`src/rtl/regwb_arbiter.sv`:
```
// Round-robin arbiter for register-file write-back among 7 sources.
// One registered grant per WRITE cycle; back-to-back grants when others are pending.
module regwb_arbiter #(
  parameter int ZERO_SUPPRESS = 1
) (
  input  logic        clk,
  input  logic        reset,
  input  logic [6:0]  req,
  input  logic [34:0] dest,
  input  logic        hold,
  output logic [2:0]  mem_to_reg,
  output logic        reg_write,
  output logic [4:0]  write_reg,
  output logic [6:0]  ack,
  output logic        busy
);
  typedef enum logic {IDLE, WRITE} state_t;

  state_t           state, next_state;
  logic [2:0]       ptr, win;
  logic [2:0]       base, pick;
  logic [6:0]       cand;
  logic             found, grant;
  logic [6:0][4:0]  dest_v;
  logic [4:0]       dest_sel;
  logic [3:0]       sum;

  assign dest_v   = dest;
  assign dest_sel = dest_v[pick];

  // In WRITE the search starts at the pointer the current grant will leave behind,
  // and the current winner (still holding req) is excluded.
  always_comb begin
    base  = (state == WRITE) ? ((win == 3'd6) ? 3'd0 : win + 3'd1) : ptr;
    cand  = req;
    if (state == WRITE) cand[win] = 1'b0;
    found = 1'b0;
    pick  = 3'd0;
    sum   = 4'd0;
    for (int k = 0; k < 7; k++) begin
      sum = {1'b0, base} + 4'(k);
      if (sum >= 4'd7) sum = sum - 4'd7;
      if (!found && cand[sum[2:0]]) begin
        found = 1'b1;
        pick  = sum[2:0];
      end
    end
    grant = found && !hold;
  end

  always_comb begin
    next_state = state;
    case (state)
      IDLE:    if (grant) next_state = WRITE;
      WRITE:   if (!grant) next_state = IDLE;
      default: next_state = IDLE;
    endcase
  end

  always_ff @(posedge clk or posedge reset) begin
    if (reset) state <= IDLE;
    else       state <= next_state;
  end

  always_ff @(posedge clk or posedge reset) begin
    if (reset) begin
      ptr        <= 3'd0;
      win        <= 3'd0;
      mem_to_reg <= 3'd0;
      write_reg  <= 5'd0;
      reg_write  <= 1'b0;
      ack        <= 7'd0;
      busy       <= 1'b0;
    end else begin
      if (state == WRITE) ptr <= base;
      if (grant) begin
        win        <= pick;
        mem_to_reg <= pick;
        write_reg  <= dest_sel;
        ack        <= 7'd1 << pick;
        reg_write  <= !((ZERO_SUPPRESS != 0) && (dest_sel == 5'd0));
        busy       <= 1'b1;
      end else begin
        ack        <= 7'd0;
        reg_write  <= 1'b0;
        busy       <= 1'b0;
      end
    end
  end
endmodule

```
`config.mk`:
```
export PLATFORM = sky130hd
export DESIGN_NAME = regwb_arbiter
export DESIGN_NICKNAME = d
export VERILOG_FILES = /design/src/rtl/regwb_arbiter.sv
export SDC_FILE = /design/constraint.sdc
export NUM_CORES = 1
export LEC_CHECK = 0
export CAP_MARGIN = 15
export CORE_UTILIZATION = 58
export DETAILED_ROUTE_END_ITERATION = 16
export PLACE_DENSITY = 0.93
export SYNTH_ARGS = -nofsm -noshare
export SYNTH_HDL_FRONTEND = slang
export SYNTH_SLANG_ARGS = --single-unit
```
`constraint.sdc`:
```
create_clock -name clk -period 7.73 [get_ports clk]
set_clock_uncertainty 0.1 [all_clocks]
set_input_delay 2.319 -clock clk [delete_from_list [all_inputs] [get_ports clk]]
set_output_delay 2.319 -clock clk [all_outputs]
set_load 0.05 [all_outputs]
```
# Word level (Yosys, flattened, before mapping)
# Cells that the tools add are included.
# op_classes
add_sub_neg	14
n_lt_le_gt_ge	17
eq_ne	1
shifts	1
mux	45
bitwise	2
n_reduce_logical	17
# op_table
cell	n
3-bit two-way mux	16
3-bit by 4-bit < comparator with 1-bit output, second input constant	9
4-bit by 3-bit greater-or-equal comparator with 1-bit output, second input constant	6
1-bit binary-select mux with 3-bit select	7
3-bit subtractor, second input constant	7
1-bit two-way mux	17
5-bit binary-select mux with 3-bit select	1
7-bit two-way mux	2
3-bit by 3-bit adder with 4-bit output, second input constant	3
3-bit by 2-bit adder with 4-bit output, second input constant	2
1-bit logical AND	8
1-bit zero test	8
7-bit bitwise AND	1
7-bit inverter	1
1-bit by 3-bit left shift with 7-bit output, first input constant	1
5-bit zero test	1
5-bit two-way mux	1
3-bit by 1-bit adder with 4-bit output, second input constant	1
3-bit by 1-bit adder with 3-bit output, second input constant	1
1-bit demux with 3-bit select	1
3-bit == test, second input constant	1
3-bit by 1-bit greater-or-equal comparator with 1-bit output, second input constant	1
3-bit greater-or-equal comparator, second input constant	1
# word_totals
register_bits	20
in_bits	45
out_inout_bits	17
word_cells	103

# Logic depth before layout (Yosys ltp)
# Gate-level depths: netlist (run 1).
# depth
depth_word	33
ltp_mapped	24
mapped_depth_nobuf	18

# Least setup slack after synthesis (run 1)
# Ideal clock, no wire load.
# synth_path
path_type	input port to flip-flop
startpoint	input req[3]
endpoint	register reg_write
setup_ps	145
arrival_ps	5158
t_required_ps	7485
setup_slack_ps	2327
path_stages	13
path_buffers	1
path_cell_list	nand2_1 > mux4_2 > nor2_1 > nor3b_4 > a2111oi_0 > nor3_1 > o211ai_1 > a31o_1 > buf_6 > mux2_4 > a221o_1 > a221oi_2 > a41oi_1
# synth_between
elab_chain_cells	28
elab_cells_between_ends	48
cone_classes	mux: 32; bitwise: 1; reduce/logical: 15
# synth_lines
element	line_no	rtl
start: declaration	8	input logic [6:0] req,
7-bit bitwise AND (no source line)	--	
7-bit two-way mux *	36	if (state == WRITE) cand[win] = 1'b0;
1-bit binary-select mux with 3-bit select	43	if (!found && cand[sum[2:0]]) begin
1-bit two-way mux (not written as such)	43	
1-bit two-way mux	43	
1-bit zero test	43	
1-bit logical AND	43	
1-bit two-way mux	43	
[... 12 more ...]	--	
1-bit zero test	43	
1-bit logical AND	43	
3-bit two-way mux	43	
5-bit binary-select mux with 3-bit select	29	assign dest_sel = dest_v[pick];
5-bit two-way mux (not written as such)	29	
5-bit zero test	81	reg_write <= !((ZERO_SUPPRESS != 0) && (dest_sel == 5'd0));
1-bit zero test	81	
1-bit two-way mux *	76	if (grant) begin
end signal: assignment	81	
end: declaration	12	output logic reg_write,
# Every way passes the cells marked *; elsewhere a longest branch is shown, timed or not. The select of a mux whose other input is x is not followed.
# A chain may end at the register's enable or synchronous reset.

==> impl_metrics.csv, run 1 <==
group,metric,value,unit
outcome,outcome,"complete, no violations",
detailed_routing,dr.pass1.iters,6,
floorplan,num_rows,26,
timing,post-route-min-period,6.79,ns
setup_path,crit_path_max_fanout,26,
detailed_routing,routed_via_density,7.07,
final_layout,final_common_cell,"clkdlybuf4s50_1",
final_layout,final_core_util,72.6,%
timing,slew_headroom,23.6,%
final_layout,multiInputGateArea,2410,µm²
clock_network,tritoncts,"yes",
clock_network,cts-hold-fix-buffers,0,
clock_network,cts_buffers,3,
detailed_routing,vias,3600,
min_path,holdCritPathClass,"flop to flop",
floorplan,die_h,75.5,µm
grt,grt_pass1_vias,3274,
setup_path,path_class,"flop to flop",
logic_synthesis,avgSynthCellArea,7.90,µm²
timing,holdWs,0.465,ns
floorplan,die_x,75.5,µm
timing,tns,0,ns
final_layout,diodes,0,
timing,rsz0062_at_grt,"no",
logic_synthesis,synth_cell_types,82,
clock_network,path_clk_slew,0.07,ns
timing,tightest_slew,1.14,ns
final_layout,final_cell_mix,"clkdlybuf4s50_1, nor2_1, nand2_1",
final_layout,syn_to_final_growth,19.3,%
placed_design,dp_slack,0.959,ns
placed_design,io_buffer_count,61,
detailed_routing,routed_wl,11000,µm
final_layout,regArea,500,µm²
floorplan,dieArea,5690,µm²
grt,antenna_found_initial,0,
logic_synthesis,ys.flop_type,"dfrtp_1",
min_path,holdPathEnd,"write_reg[4]",
detailed_routing,drc_errors,0,
grt,grt_pass1_wl,17000,µm
placed_design,dp.final_hpwl,8290,µm
timing,hold_violations,0,
run,drv_cap,0,
setup_path,rr_endpoint,"reg_write",
final_layout,drive_gt1_share,9.57,%
floorplan,initial_core_util,60.9,%
clock_network,ctsResizeCount,0,
timing,report.final.slew_viol_count,0,
floorplan,ios,62,
clock_network,cts_root_buffer,"clkbuf_8",
setup_path,r2r_start,"busy",
timing,timing.final.ws_setup,0.941,ns
logic_synthesis,synthesis.area,3130,µm²
timing,fmax,147,MHz
detailed_routing,ant_nets,0,
logic_synthesis,synth_edf_count,0,
logic_synthesis,synthArstFlopShare,100,%
logic_synthesis,syn_inst,396,
grt,grt-ovfl-total,0,
final_layout,largest_reg_flops,7,
setup_path,worstPathArrival,6.80,ns
setup_path,ff2ff_setup_slack,0.94,ns
logic_synthesis,ys.warnings.count,0,
logic_synthesis,syn_nets,452,
logic_synthesis,yosysSeqAreaShare,16.0,%
final_layout,fill_cells,422,
placed_design,gp_congestion,0.990,
clock_network,postCtsSetupBuffers,0,
final_layout,nets,497,
timing,min_period_over_period,87.8,%
logic_synthesis,ys_ff_latch,20,
setup_path,required,7.74,ns
clock_network,clock_latency,0.25,ns
timing,final-setup-viol-count,0,
detailed_routing,avgRoutedWirePerCell,21.7,µm
grt,grt_usage,40.1,%
setup_path,rr_worst_depth,17,
min_path,hp-start,"write_reg[4]",
min_path,min_path_cells,2,
setup_path,endpoint_kind,"flop",
clock_network,htreeDepth,1,
clock_network,clkSinkCount,20,
floorplan,coreArea,5140,µm²
setup_path,cp-start-kind,"flop",
clock_network,clockBufferDepth,2,
detailed_routing,drtIter0Drc,381,
grt,grt_max_degree,31,
## worst max-delay path, cell delays in order (launching register included)
cell,delay [ns]
dfrtp_1,0.93
nor2_1,0.27
a31oi_4,0.56
ha_1,0.27
ha_1,0.46
nand2b_1,0.21
o2111a_1,0.37
nor2_1,0.14
or2_2,0.36
a2111oi_1,0.50
nor3_2,0.16
a31oi_1,0.29
a2111oi_2,0.14
o21ai_2,0.87
mux2_2,0.43
a32o_1,0.24
a221oi_2,0.18
a41oi_1,0.14
## synth_stat cells, types with 5 or more instances
cell | count | share of area (%)
nor2_1 | 33 | 4.0
nand2_1 | 27 | 3.2
mux2i_1 | 25 | 8.0
a21oi_1 | 20 | 3.2
dfrtp_1 | 20 | 16
inv_1 | 19 | 2.3
o21ai_0 | 18 | 2.9
nor3_1 | 17 | 2.7
nand3_1 | 15 | 2.4
a31oi_1 | 11 | 2.2
ha_1 | 11 | 4.4
a211oi_1 | 8 | 1.9
nand2b_1 | 8 | 1.6
nor2b_1 | 8 | 1.6
mux2_2 | 7 | 2.5
a21o_1 | 6 | 1.4
buf_2 | 6 | 0.96
nand4_1 | 6 | 1.2
and3_1 | 5 | 1.0
buf_6 | 5 | 1.8
clkbuf_1 | 5 | 0.60
## stage by stage
stage	area [µm²]	cells
4_1_cts	3730	509
3_3_place_gp	3690	506
5_1_grt	3730	509
6_report	3730	509
2_1_floorplan	3130	396
3_5_place_dp	3690	506
## cell families after synthesis
family	after synthesis	synth area share [%]
buf+inv	43	7.08
mux	36	12.8
simple gates	153	26.8
flops	20	16.0
compound gates	130	32.1
fa+ha+maj	11	4.40
xor+xnor	3	0.840
## layout make-up
cell class	count	area share (%)
inverter	21	2.11
sequential	20	13.4
timing repair buffer	62	16.6
tap	70	2.35
multi-input combinational	333	64.5
clock buffer	3	1.11
## worst max path at each step
stage,depth (start not counted),to,from,slack (ns)
after floorplan,13,reg_write,req[3],2.33
after global routing,17,reg_write,busy,0.70
after global placement,13,reg_write,req[3],1.14
after detailed placement,13,reg_write,req[1],0.96
after CTS,17,reg_write,busy,1.10
final,17,reg_write,busy,0.94
## routing by layer
| metal | wire length, µm | global-route usage (%) | vias to the layer above |
|---|---|---|---|
| met5 | 0 | 0 | - |
| met4 | 618 | 20.6 | 0 |
| met3 | 955 | 7.80 | 63 |
| met2 | 5260 | 66.2 | 238 |
| met1 | 4190 | 49.8 | 1684 |
| li1 | - | - | 1615 |
Power of run 1 is left out: the tool's default activity adds up to more than one toggle a clock period on the data nets, which glitch-free logic cannot reach.
==> inputs of run 2 (changes only) <==
--- a/config.mk
+++ b/config.mk
@@ -7,6 +7,7 @@
 export LEC_CHECK = 0
 export CAP_MARGIN = 15
 export CORE_UTILIZATION = 58
+export CTS_CLUSTER_SIZE = 16
 export DETAILED_ROUTE_END_ITERATION = 16
 export PLACE_DENSITY = 0.93
 export SYNTH_ARGS = -nofsm -noshare
==> results of run 2 <==
The final DEF is identical to that of run 1; final timing and power are the same.
Power of run 2 is left out for the same reason.
==> inputs of run 3 (changes only) <==
--- a/config.mk
+++ b/config.mk
@@ -6,6 +6,7 @@
 export NUM_CORES = 1
 export LEC_CHECK = 0
 export CAP_MARGIN = 15
+export CORE_MARGIN = 5
 export CORE_UTILIZATION = 58
 export CTS_CLUSTER_SIZE = 16
 export DETAILED_ROUTE_END_ITERATION = 16
==> impl_metrics.csv, run 3 (synthesis gave the netlist of run 1 again) <==
group,metric,value,unit
final_layout,diodes,0,
detailed_routing,routed_wl,10900,µm
setup_path,max_stage_delay,0.92,ns
final_layout,multiInputGateArea,2410,µm²
clock_network,postCtsSetupBuffers,0,
setup_path,worstPathArrival,6.84,ns
grt,grt_pass1_vias,3501,
floorplan,dieArea,6960,µm²
clock_network,path_clk_slew,0.07,ns
final_layout,syn_to_final_growth,19.3,%
grt,grt-ovfl-total,0,
grt,grt_usage,30.7,%
setup_path,required,7.76,ns
grt,antenna_found_initial,0,
floorplan,ios,62,
clock_network,cts_buffers,3,
placed_design,io_buffer_count,61,
clock_network,clkSinkCount,20,
detailed_routing,avgRoutedWirePerCell,21.4,µm
setup_path,rr_worst_depth,19,
setup_path,cp-start-kind,"flop",
clock_network,ctsResizeCount,0,
setup_path,crit_path_max_fanout,31,
final_layout,fill_cells,377,
floorplan,die_h,83.5,µm
clock_network,cts_root_buffer,"clkbuf_8",
grt,grt_pass1_wl,17600,µm
setup_path,cp_slowest_cell,"dfrtp_1",
detailed_routing,drc_errors,0,
detailed_routing,dr.pass1.iters,6,
setup_path,ff2ff_setup_slack,0.91,ns
floorplan,die_x,83.5,µm
setup_path,path_depth,19,
final_layout,final_cell_mix,"clkdlybuf4s50_1, nor2_1, nand2_1",
min_path,holdCritPathClass,"flop to flop",
timing,hold_violations,0,
setup_path,endpoint_kind,"flop",
floorplan,num_rows,26,
timing,final-setup-viol-count,0,
min_path,min_path_cells,2,
setup_path,path_class,"flop to flop",
floorplan,initial_core_util,60.5,%
timing,report.final.slew_viol_count,0,
timing,min_period_over_period,88.2,%
timing,tns,0,ns
clock_network,cts-hold-fix-buffers,0,
final_layout,final_common_cell,"clkdlybuf4s50_1",
setup_path,critPathBufInv,2,
final_layout,drive_gt1_share,9.57,%
placed_design,dp.final_hpwl,8400,µm
outcome,outcome,"complete, no violations",
final_layout,nets,497,
detailed_routing,routed_via_density,6.99,
clock_network,htreeDepth,1,
final_layout,final_core_util,72.2,%
setup_path,path_cells,"nor2b_1 -> a21oi_2 -> buf_4 -> inv_1 -> ha_1 -> ha_1 -> nand2b_1 -> o2111ai_2 -> nor3_1 -> o21ai_0 -> a32o_1 -> nor3_2 -> o31a_1 -> a2111oi_2 -> o21ai_2 -> mux2_2 -> a32o_1 -> a211oi_1 -> nor2_1",
final_layout,final_cell_count_no_fill,509,
placed_design,gp_congestion,0.998,
clock_network,clock_latency,0.25,ns
grt,grt_max_degree,32,
clock_network,clockBufferDepth,2,
timing,post-route-min-period,6.82,ns
timing,rsz0062_at_grt,"no",
detailed_routing,drtIter0Drc,357,
floorplan,coreArea,5170,µm²
final_layout,regArea,500,µm²
detailed_routing,ant_nets,0,
setup_path,cp_top_family,"compound AO/OA/AOI/OAI gates",
timing,tightest_slew,1.07,ns
run,drv_cap,0,
placed_design,dpl.cell_count,506,
detailed_routing,vias,3557,
timing,slew_headroom,28.2,%
final_layout,largest_reg_flops,7,
clock_network,tritoncts,"yes",
timing,fmax,147,MHz
## run 3: cell counts in the layout (fill, tap and decap cells not counted)
No cell type changed its count.
## run 3: layout make-up
class / count / area share [%]
Tap cell: 70 / 2.35
Sequential cell: 20 / 13.4
Timing Repair Buffer: 62 / 16.6
Multi-Input combinational cell: 333 / 64.5
Inverter: 21 / 2.11
Clock buffer: 3 / 1.11
## run 3: path summary, 6_finish.rpt
path,startpoint,endpoint
setup / recovery,busy,write_reg[0]
setup reg to reg,busy,write_reg[0]
max in group asynchronous,reset,ptr[2]
hold reg to reg,write_reg[2],write_reg[2]
min in group asynchronous,reset,ack[3]
hold / removal,write_reg[2],write_reg[2]
## run 3: routing by layer
| metal | wire, µm | track usage [%] |
|---|---|---|
| met2 | 5060 | 51.0 |
| met3 | 997 | 5.73 |
| met1 | 4150 | 37.3 |
| met5 | 0 | 0 |
| met4 | 696 | 17.1 |
## run 3: worst register-to-register path: stages, from the launching register on
cell and delay, ns:
dfrtp_1 0.92, nor2b_1 0.20, a21oi_2 0.15, buf_4 0.34, inv_1 0.13, ha_1 0.22
ha_1 0.61, nand2b_1 0.21, o2111ai_2 0.24, nor3_1 0.47, o21ai_0 0.24, a32o_1 0.31
nor3_2 0.41, o31a_1 0.20, a2111oi_2 0.09, o21ai_2 0.79, mux2_2 0.42, a32o_1 0.24
a211oi_1 0.31, nor2_1 0.10
## run 3: metrics by stage
step                      hold WS (ns)  setup slack [ns]  instance area, µm²
after CTS                        0.410              1.01                3730
after detailed placement         0.396              1.08                3690
after global routing             0.477             0.464                3730
after floorplan                  0.470              2.33                3130
final                            0.412             0.912                3730
after global placement           0.377              1.18                3690
Power of run 3 is left out for the same reason.
